--- src/rtl/deskew_axi_pkg.sv ---
`default_nettype none
// ----------------------------------------------------------------------------
// deskew_axi_pkg : register indices, response codes and FSM states
// Rev 1.0
// ----------------------------------------------------------------------------
package deskew_axi_pkg;

    localparam logic [1:0] CMD_IDX      = 2'd0;
    localparam logic [1:0] STATUS_IDX   = 2'd1;
    localparam logic [1:0] IRQ_EN_IDX   = 2'd2;
    localparam logic [1:0] IRQ_STAT_IDX = 2'd3;

    localparam logic [1:0] AXI_RESP_OKAY = 2'b00;

    typedef enum logic [1:0] {
        W_IDLE = 2'd0,
        W_ACK  = 2'd1,
        W_RESP = 2'd2
    } wr_state_t;

    typedef enum logic [1:0] {
        R_IDLE = 2'd0,
        R_ACK  = 2'd1,
        R_RESP = 2'd2
    } rd_state_t;

endpackage
`default_nettype wire

--- src/rtl/deskew_irq_ctrl.sv ---
`default_nettype none
// ----------------------------------------------------------------------------
// deskew_irq_ctrl : ready rising-edge detect, sticky W1C done flag, irq output
// Rev 1.0
// ----------------------------------------------------------------------------
module deskew_irq_ctrl (
    input  logic clk,
    input  logic reset,
    input  logic i_status,
    input  logic i_w1c,
    input  logic i_irq_en_next,
    output logic o_done_flag,
    output logic o_irq
);

    logic r_status_q;
    logic r_done_flag;
    logic r_irq;
    logic w_rise;
    logic w_done_next;

    assign w_rise = i_status & ~r_status_q;

    // A new rising edge beats a simultaneous software clear.
    assign w_done_next = w_rise ? 1'b1 : (i_w1c ? 1'b0 : r_done_flag);

    always_ff @(posedge clk) begin
        if (reset) begin
            r_status_q  <= 1'b0;
            r_done_flag <= 1'b0;
            r_irq       <= 1'b0;
        end else begin
            r_status_q  <= i_status;
            r_done_flag <= w_done_next;
            r_irq       <= w_done_next & i_irq_en_next;
        end
    end

    assign o_done_flag = r_done_flag;
    assign o_irq       = r_irq;

endmodule
`default_nettype wire

--- src/rtl/deskew_axi_lite_regs.sv ---
`default_nettype none
// ----------------------------------------------------------------------------
// deskew_axi_lite_regs : AXI4-Lite slave for deskew command, status and irq
// Rev 1.0
// ----------------------------------------------------------------------------
module deskew_axi_lite_regs
    import deskew_axi_pkg::*;
#(
    parameter int C_S_AXI_DATA_WIDTH = 32,
    parameter int C_S_AXI_ADDR_WIDTH = 4
) (
    input  logic                            clk,
    input  logic                            reset,
    input  logic [C_S_AXI_ADDR_WIDTH-1:0]   s_axi_awaddr,
    input  logic                            s_axi_awvalid,
    output logic                            s_axi_awready,
    input  logic [C_S_AXI_DATA_WIDTH-1:0]   s_axi_wdata,
    input  logic [C_S_AXI_DATA_WIDTH/8-1:0] s_axi_wstrb,
    input  logic                            s_axi_wvalid,
    output logic                            s_axi_wready,
    output logic [1:0]                      s_axi_bresp,
    output logic                            s_axi_bvalid,
    input  logic                            s_axi_bready,
    input  logic [C_S_AXI_ADDR_WIDTH-1:0]   s_axi_araddr,
    input  logic                            s_axi_arvalid,
    output logic                            s_axi_arready,
    output logic [C_S_AXI_DATA_WIDTH-1:0]   s_axi_rdata,
    output logic [1:0]                      s_axi_rresp,
    output logic                            s_axi_rvalid,
    input  logic                            s_axi_rready,
    output logic                            cmd_wr_o,
    input  logic                            cmd_rb_i,
    input  logic                            status_axi_i,
    output logic                            irq_o
);

    wr_state_t r_wr_state, w_wr_next;
    rd_state_t r_rd_state, w_rd_next;

    logic [1:0]                    r_wr_idx;
    logic                          r_wr_bit;
    logic                          r_wr_strb0;
    logic [1:0]                    r_rd_idx;
    logic [C_S_AXI_DATA_WIDTH-1:0] r_rdata;
    logic                          r_cmd;
    logic                          r_irq_en;
    logic                          w_wr_commit;
    logic                          w_irq_en_next;
    logic                          w_w1c;
    logic                          w_rd_bit;
    logic                          w_done_flag;

    // ---------------- write channel ----------------
    always_ff @(posedge clk) begin
        if (reset) r_wr_state <= W_IDLE;
        else       r_wr_state <= w_wr_next;
    end

    always_comb begin
        w_wr_next = r_wr_state;
        case (r_wr_state)
            W_IDLE:  if (s_axi_awvalid && s_axi_wvalid) w_wr_next = W_ACK;
            W_ACK:   w_wr_next = W_RESP;
            W_RESP:  if (s_axi_bready) w_wr_next = W_IDLE;
            default: w_wr_next = W_IDLE;
        endcase
    end

    // Address and data are taken together so a lone valid never half-captures.
    always_ff @(posedge clk) begin
        if (reset) begin
            r_wr_idx   <= 2'd0;
            r_wr_bit   <= 1'b0;
            r_wr_strb0 <= 1'b0;
        end else if (r_wr_state == W_IDLE && s_axi_awvalid && s_axi_wvalid) begin
            r_wr_idx   <= s_axi_awaddr[3:2];
            r_wr_bit   <= s_axi_wdata[0];
            r_wr_strb0 <= s_axi_wstrb[0];
        end
    end

    assign w_wr_commit   = (r_wr_state == W_ACK) && r_wr_strb0;
    assign w_irq_en_next = (w_wr_commit && r_wr_idx == IRQ_EN_IDX) ? r_wr_bit : r_irq_en;
    assign w_w1c         = w_wr_commit && (r_wr_idx == IRQ_STAT_IDX) && r_wr_bit;

    always_ff @(posedge clk) begin
        if (reset) begin
            r_cmd    <= 1'b0;
            r_irq_en <= 1'b0;
        end else begin
            if (w_wr_commit && r_wr_idx == CMD_IDX) r_cmd <= r_wr_bit;
            r_irq_en <= w_irq_en_next;
        end
    end

    assign s_axi_awready = (r_wr_state == W_ACK);
    assign s_axi_wready  = (r_wr_state == W_ACK);
    assign s_axi_bvalid  = (r_wr_state == W_RESP);
    assign s_axi_bresp   = AXI_RESP_OKAY;

    // ---------------- read channel ----------------
    always_ff @(posedge clk) begin
        if (reset) r_rd_state <= R_IDLE;
        else       r_rd_state <= w_rd_next;
    end

    always_comb begin
        w_rd_next = r_rd_state;
        case (r_rd_state)
            R_IDLE:  if (s_axi_arvalid) w_rd_next = R_ACK;
            R_ACK:   w_rd_next = R_RESP;
            R_RESP:  if (s_axi_rready) w_rd_next = R_IDLE;
            default: w_rd_next = R_IDLE;
        endcase
    end

    always_comb begin
        w_rd_bit = 1'b0;
        case (r_rd_idx)
            CMD_IDX:      w_rd_bit = cmd_rb_i;
            STATUS_IDX:   w_rd_bit = status_axi_i;
            IRQ_EN_IDX:   w_rd_bit = r_irq_en;
            IRQ_STAT_IDX: w_rd_bit = w_done_flag;
            default:      w_rd_bit = 1'b0;
        endcase
    end

    always_ff @(posedge clk) begin
        if (reset) begin
            r_rd_idx <= 2'd0;
            r_rdata  <= '0;
        end else begin
            if (r_rd_state == R_IDLE && s_axi_arvalid) r_rd_idx <= s_axi_araddr[3:2];
            if (r_rd_state == R_ACK) r_rdata <= {{(C_S_AXI_DATA_WIDTH-1){1'b0}}, w_rd_bit};
        end
    end

    assign s_axi_arready = (r_rd_state == R_ACK);
    assign s_axi_rvalid  = (r_rd_state == R_RESP);
    assign s_axi_rdata   = r_rdata;
    assign s_axi_rresp   = AXI_RESP_OKAY;

    // ---------------- interrupt ----------------
    deskew_irq_ctrl u_irq_ctrl (
        .clk           (clk),
        .reset         (reset),
        .i_status      (status_axi_i),
        .i_w1c         (w_w1c),
        .i_irq_en_next (w_irq_en_next),
        .o_done_flag   (w_done_flag),
        .o_irq         (irq_o)
    );

    assign cmd_wr_o = r_cmd;

    // Only bit 0 and the word index are decoded.
    logic w_unused;
    assign w_unused = &{1'b0, s_axi_awaddr, s_axi_araddr, s_axi_wdata, s_axi_wstrb};

endmodule
`default_nettype wire

--- config.mk ---
export PLATFORM = sky130hd
export DESIGN_NAME = deskew_axi_lite_regs
export DESIGN_NICKNAME = d
export VERILOG_FILES = /design/src/rtl/deskew_axi_pkg.sv /design/src/rtl/deskew_irq_ctrl.sv /design/src/rtl/deskew_axi_lite_regs.sv
export SDC_FILE = /design/constraint.sdc
export NUM_CORES = 1
export LEC_CHECK = 0
export BUFFER_PORTS_ARGS = -buffer_cell sky130_fd_sc_hd__buf_2
export CAP_MARGIN = 5
export CORE_ASPECT_RATIO = 0.8
export CORE_MARGIN = 2
export CORE_UTILIZATION = 35
export CTS_CLUSTER_DIAMETER = 30
export DETAILED_ROUTE_END_ITERATION = 12
export GPL_TIMING_DRIVEN = 0
export PLACE_DENSITY = 0.78
export SYNTH_ARGS = -nofsm -noshare
export SYNTH_HDL_FRONTEND = slang
export SYNTH_HIERARCHICAL = 1
export SYNTH_SLANG_ARGS = --single-unit
--- constraint.sdc ---
create_clock -name clk -period 1.4 [get_ports clk]
set_input_delay 0.07 -clock clk [delete_from_list [all_inputs] [get_ports clk]]
set_output_delay 0.07 -clock clk [all_outputs]
set_load 0.01 [all_outputs]
==> results.md <==
- Ports: 96
- Gr usage total: 11.0%
- Port bufs: 22
- Leak: about 0.7 nW
- DPL Wire Length: 1.44 mm
- Die X-Extent: 62.1 um
- EDFF count, synth: 0
- Status: finished clean
- Sequential share of the synthesized area: 33.9%
- GRT overflow: 0
- Power Density: about 800 nW/um2
- Initial antenna violation count: 0
- Routed WL per cell: a little under 9 um
- Post-route insts no fill: roughly 200
- Clock latency on the worst-skew pair: 0.29 ns
- Synth top area share: between 30% and 40%
- Synth async-reset ratio: 0%
- # resized after CTS: 0
- Number of CTS-inserted buffers: 3
- Vias: about 700
- Critical-path top delay cell: dfxtp_1
- DR iter-0 viols: 9
- CP cell instances: nand2b_4, inv_1, nand4b_1, mux2_2, nand2b_1, a21oi_1
- WL final: 1.72 mm
- Yosys warnings: 6
- Main synth FF type: dfxtp_1
- Crit end category: register
- First-pass GRT wire length: 2.64 mm
- Hold Crit Class: in -> reg
- Max cap viols: 0
- Fin crit period: approximately 1.3 ns
- Vias in the first global route: 613
- Syn avg cell area: 9.46 um2
- Worst VDD drop: ~0.00028 V
- Yosys reg bits: 16
- Post-Syn Area: between 900 and 1000 um2
- Initial Utilization: 37.8%
- Final hold violations: 0
- Max clock buf depth: 2
- Cell row count: 16
- Main area contributors after synthesis: dfxtp_1, buf_4, mux2i_1
- Clock transition at path regs: 0.09 ns
- Sink Count: 16
- Largest net degree at the start of global routing: 11
- Post-route ant nets: 0
- Layout cell share with drive strength beyond 1: between 40% and 50%
- Number of iterations in the first detailed-routing pass: 4
- Distinct cells, synth: 20
- Clock Skews: 0.00408 ns
- CP peak stage delay: 0.35 ns
- Slew Limit Fails: 0
- Post-Syn Instances: 100
- Worst setup SP type: register
- RSZ-0062 raised after global routing: no
- CTS tree: yes
- # DRC: 0
- Core Footprint: 2500 um2
- Setup CP Type: reg -> reg
- Antenna fix cells: 0
- Critical Path Fanout Max: 4
- Final setup TNS: 0 ns
- Post-CTS Setup Bufs: 0
- Post-route clock period utilization: 89.8%
- DR vias/cell: 3.65
- Root Buffer: clkbuf_4
- # placed instances: 192
- Fill cells: 230
- Maximum operating frequency: 0.795 GHz
- Nets: roughly 220
- Area grow syn2layout: 34.8%
- Worst Path Arrival: 1.45 ns
- Cts-stage hold buffer count: 1
- # setup viols final: 0
- DIE AREA: 3140 um2
- Routability cong.: 0.732
- Required time of the critical path: about 1.6 ns
- Top cell type by total area after synthesis: dfxtp_1
- Htree depth: 1
- Core Util, Final: 50.9%
- Die Y: 50.5 um
## registers in the layout, indices dropped and copies added (netlist names)
register                count
r_wr_idx                    2
r_wr_state                  2
r_wr_strb0                  1
r_rd_idx                    2
cmd_wr_o                    1
s_axi_rdata                 1
u_irq_ctrl/r_status_q       1
r_irq_en                    1
r_rd_state                  2
r_wr_bit                    1
u_irq_ctrl/o_irq            1
u_irq_ctrl/o_done_flag      1
## area by class of cell
cell class / count / area [um2] / area share (%)
Multi-Input combinational cell: 78 / 464 / 36.4
Sequential cell: 16 / 320 / 25.1
Buffer: 38 / 282 / 22.1
Timing Repair Buffer: 23 / 120 / 9.42
Tap cell: 36 / 45.0 / 3.53
Clock buffer: 4 / 36.3 / 2.85
Inverter: 2 / 7.51 / 0.589
## report_power, final
| part | internal (W) | switching [W] | total, W |
|---|---|---|---|
| registers | 0.000476 | 0.0000161 | 0.000492 |
| clock network | 0.000159 | 0.000147 | 0.000306 |
| logic | 0.000125 | 0.000103 | 0.000227 |
| total | 0.000759 | 0.000266 | 0.00102 |
## cell usage after synthesis (2+ instances only)
cell and count:
buf_4 37, dfxtp_1 16, mux2i_1 9, nor2_1 9, nand2b_1 6, a21oi_1 4, nor2b_1 4, inv_1 2
nand2b_4 2
## worst max-delay path: cells and delay by family, from the launching register on
family                 cells  cell delay (ns)
DFF                        1             0.35
and+or+nand+nor            3             0.35
buffers and inverters      1             0.07
muxes                      1             0.35
AOI/OAI and AO/OA          1             0.04
## metal layers
layer / GRT usage (%) / routed length [um] / part of all wire (%) / up-vias
met5: 0 / 0 / 0 / -
met4: 5.56 / 27 / 1.6 / 0
met3: 4.48 / 162 / 9.4 / 2
met2: 21.4 / 893 / 52 / 32
met1: 10.0 / 632 / 37 / 310
li1: - / - / - / 376
## through the flow
step	setup slack [ns]	hold slack [ns]	power, W	cell area, um2
CTS	0.122	0.00807	0.00104	1270
detailed placement	0.160	0.321	0.000721	1230
finish	0.142	0.0138	0.00102	1270
global route	0.0645	0.0181	0.00108	1270
floorplan	0.205	0.139	0.000680	1070
global placement	0.185	0.313	0.000717	1230
## cell families after synthesis
kind of cell,after synthesis,share of synthesized area (%)
AND/OR/NAND/NOR,28,20.0
multiplexers,11,13.1
buffers and inverters,40,30.6
AO/OA/AOI/OAI,4,2.12
flip-flops,16,33.9
other,1,0.396
## path summary, 6_finish.rpt
| path | startpoint | end | slack [ns] | depth (start not counted) |
|---|---|---|---|---|
| hold reg to reg | cmd_wr_o | cmd_wr_o | 0.50 | 2 |
| setup / recovery | r_wr_state[1] | u_irq_ctrl/o_irq | 0.14 | 6 |
| setup reg to reg | r_wr_state[1] | u_irq_ctrl/o_irq | 0.14 | 6 |
| hold / removal | s_axi_awaddr[2] | r_wr_idx[0] | 0.01 | 3 |
## layout by cell type (no fill, tap or decap)
| cell | instances |
|---|---|
| a21oi_1 | 4 |
| and2b_1 | 1 |
| and2b_2 | 1 |
| and4bb_2 | 1 |
| buf_1 | 1 |
| buf_2 | 22 |
| buf_4 | 37 |
| clkbuf_4 | 3 |
| clkbuf_8 | 1 |
| conb_1 | 35 |
| dfxtp_1 | 16 |
| dlygate4sd3_1 | 1 |
| inv_1 | 2 |
| mux2_2 | 1 |
| mux2i_1 | 9 |
| mux4_2 | 1 |
| nand2b_1 | 6 |
| nand2b_4 | 2 |
| nand4_1 | 1 |
| nand4b_1 | 1 |
| nor2_1 | 9 |
| nor2b_1 | 4 |
| nor3b_2 | 1 |
| nor4b_1 | 1 |
Note: power is estimated with default switching activity, not from simulation.
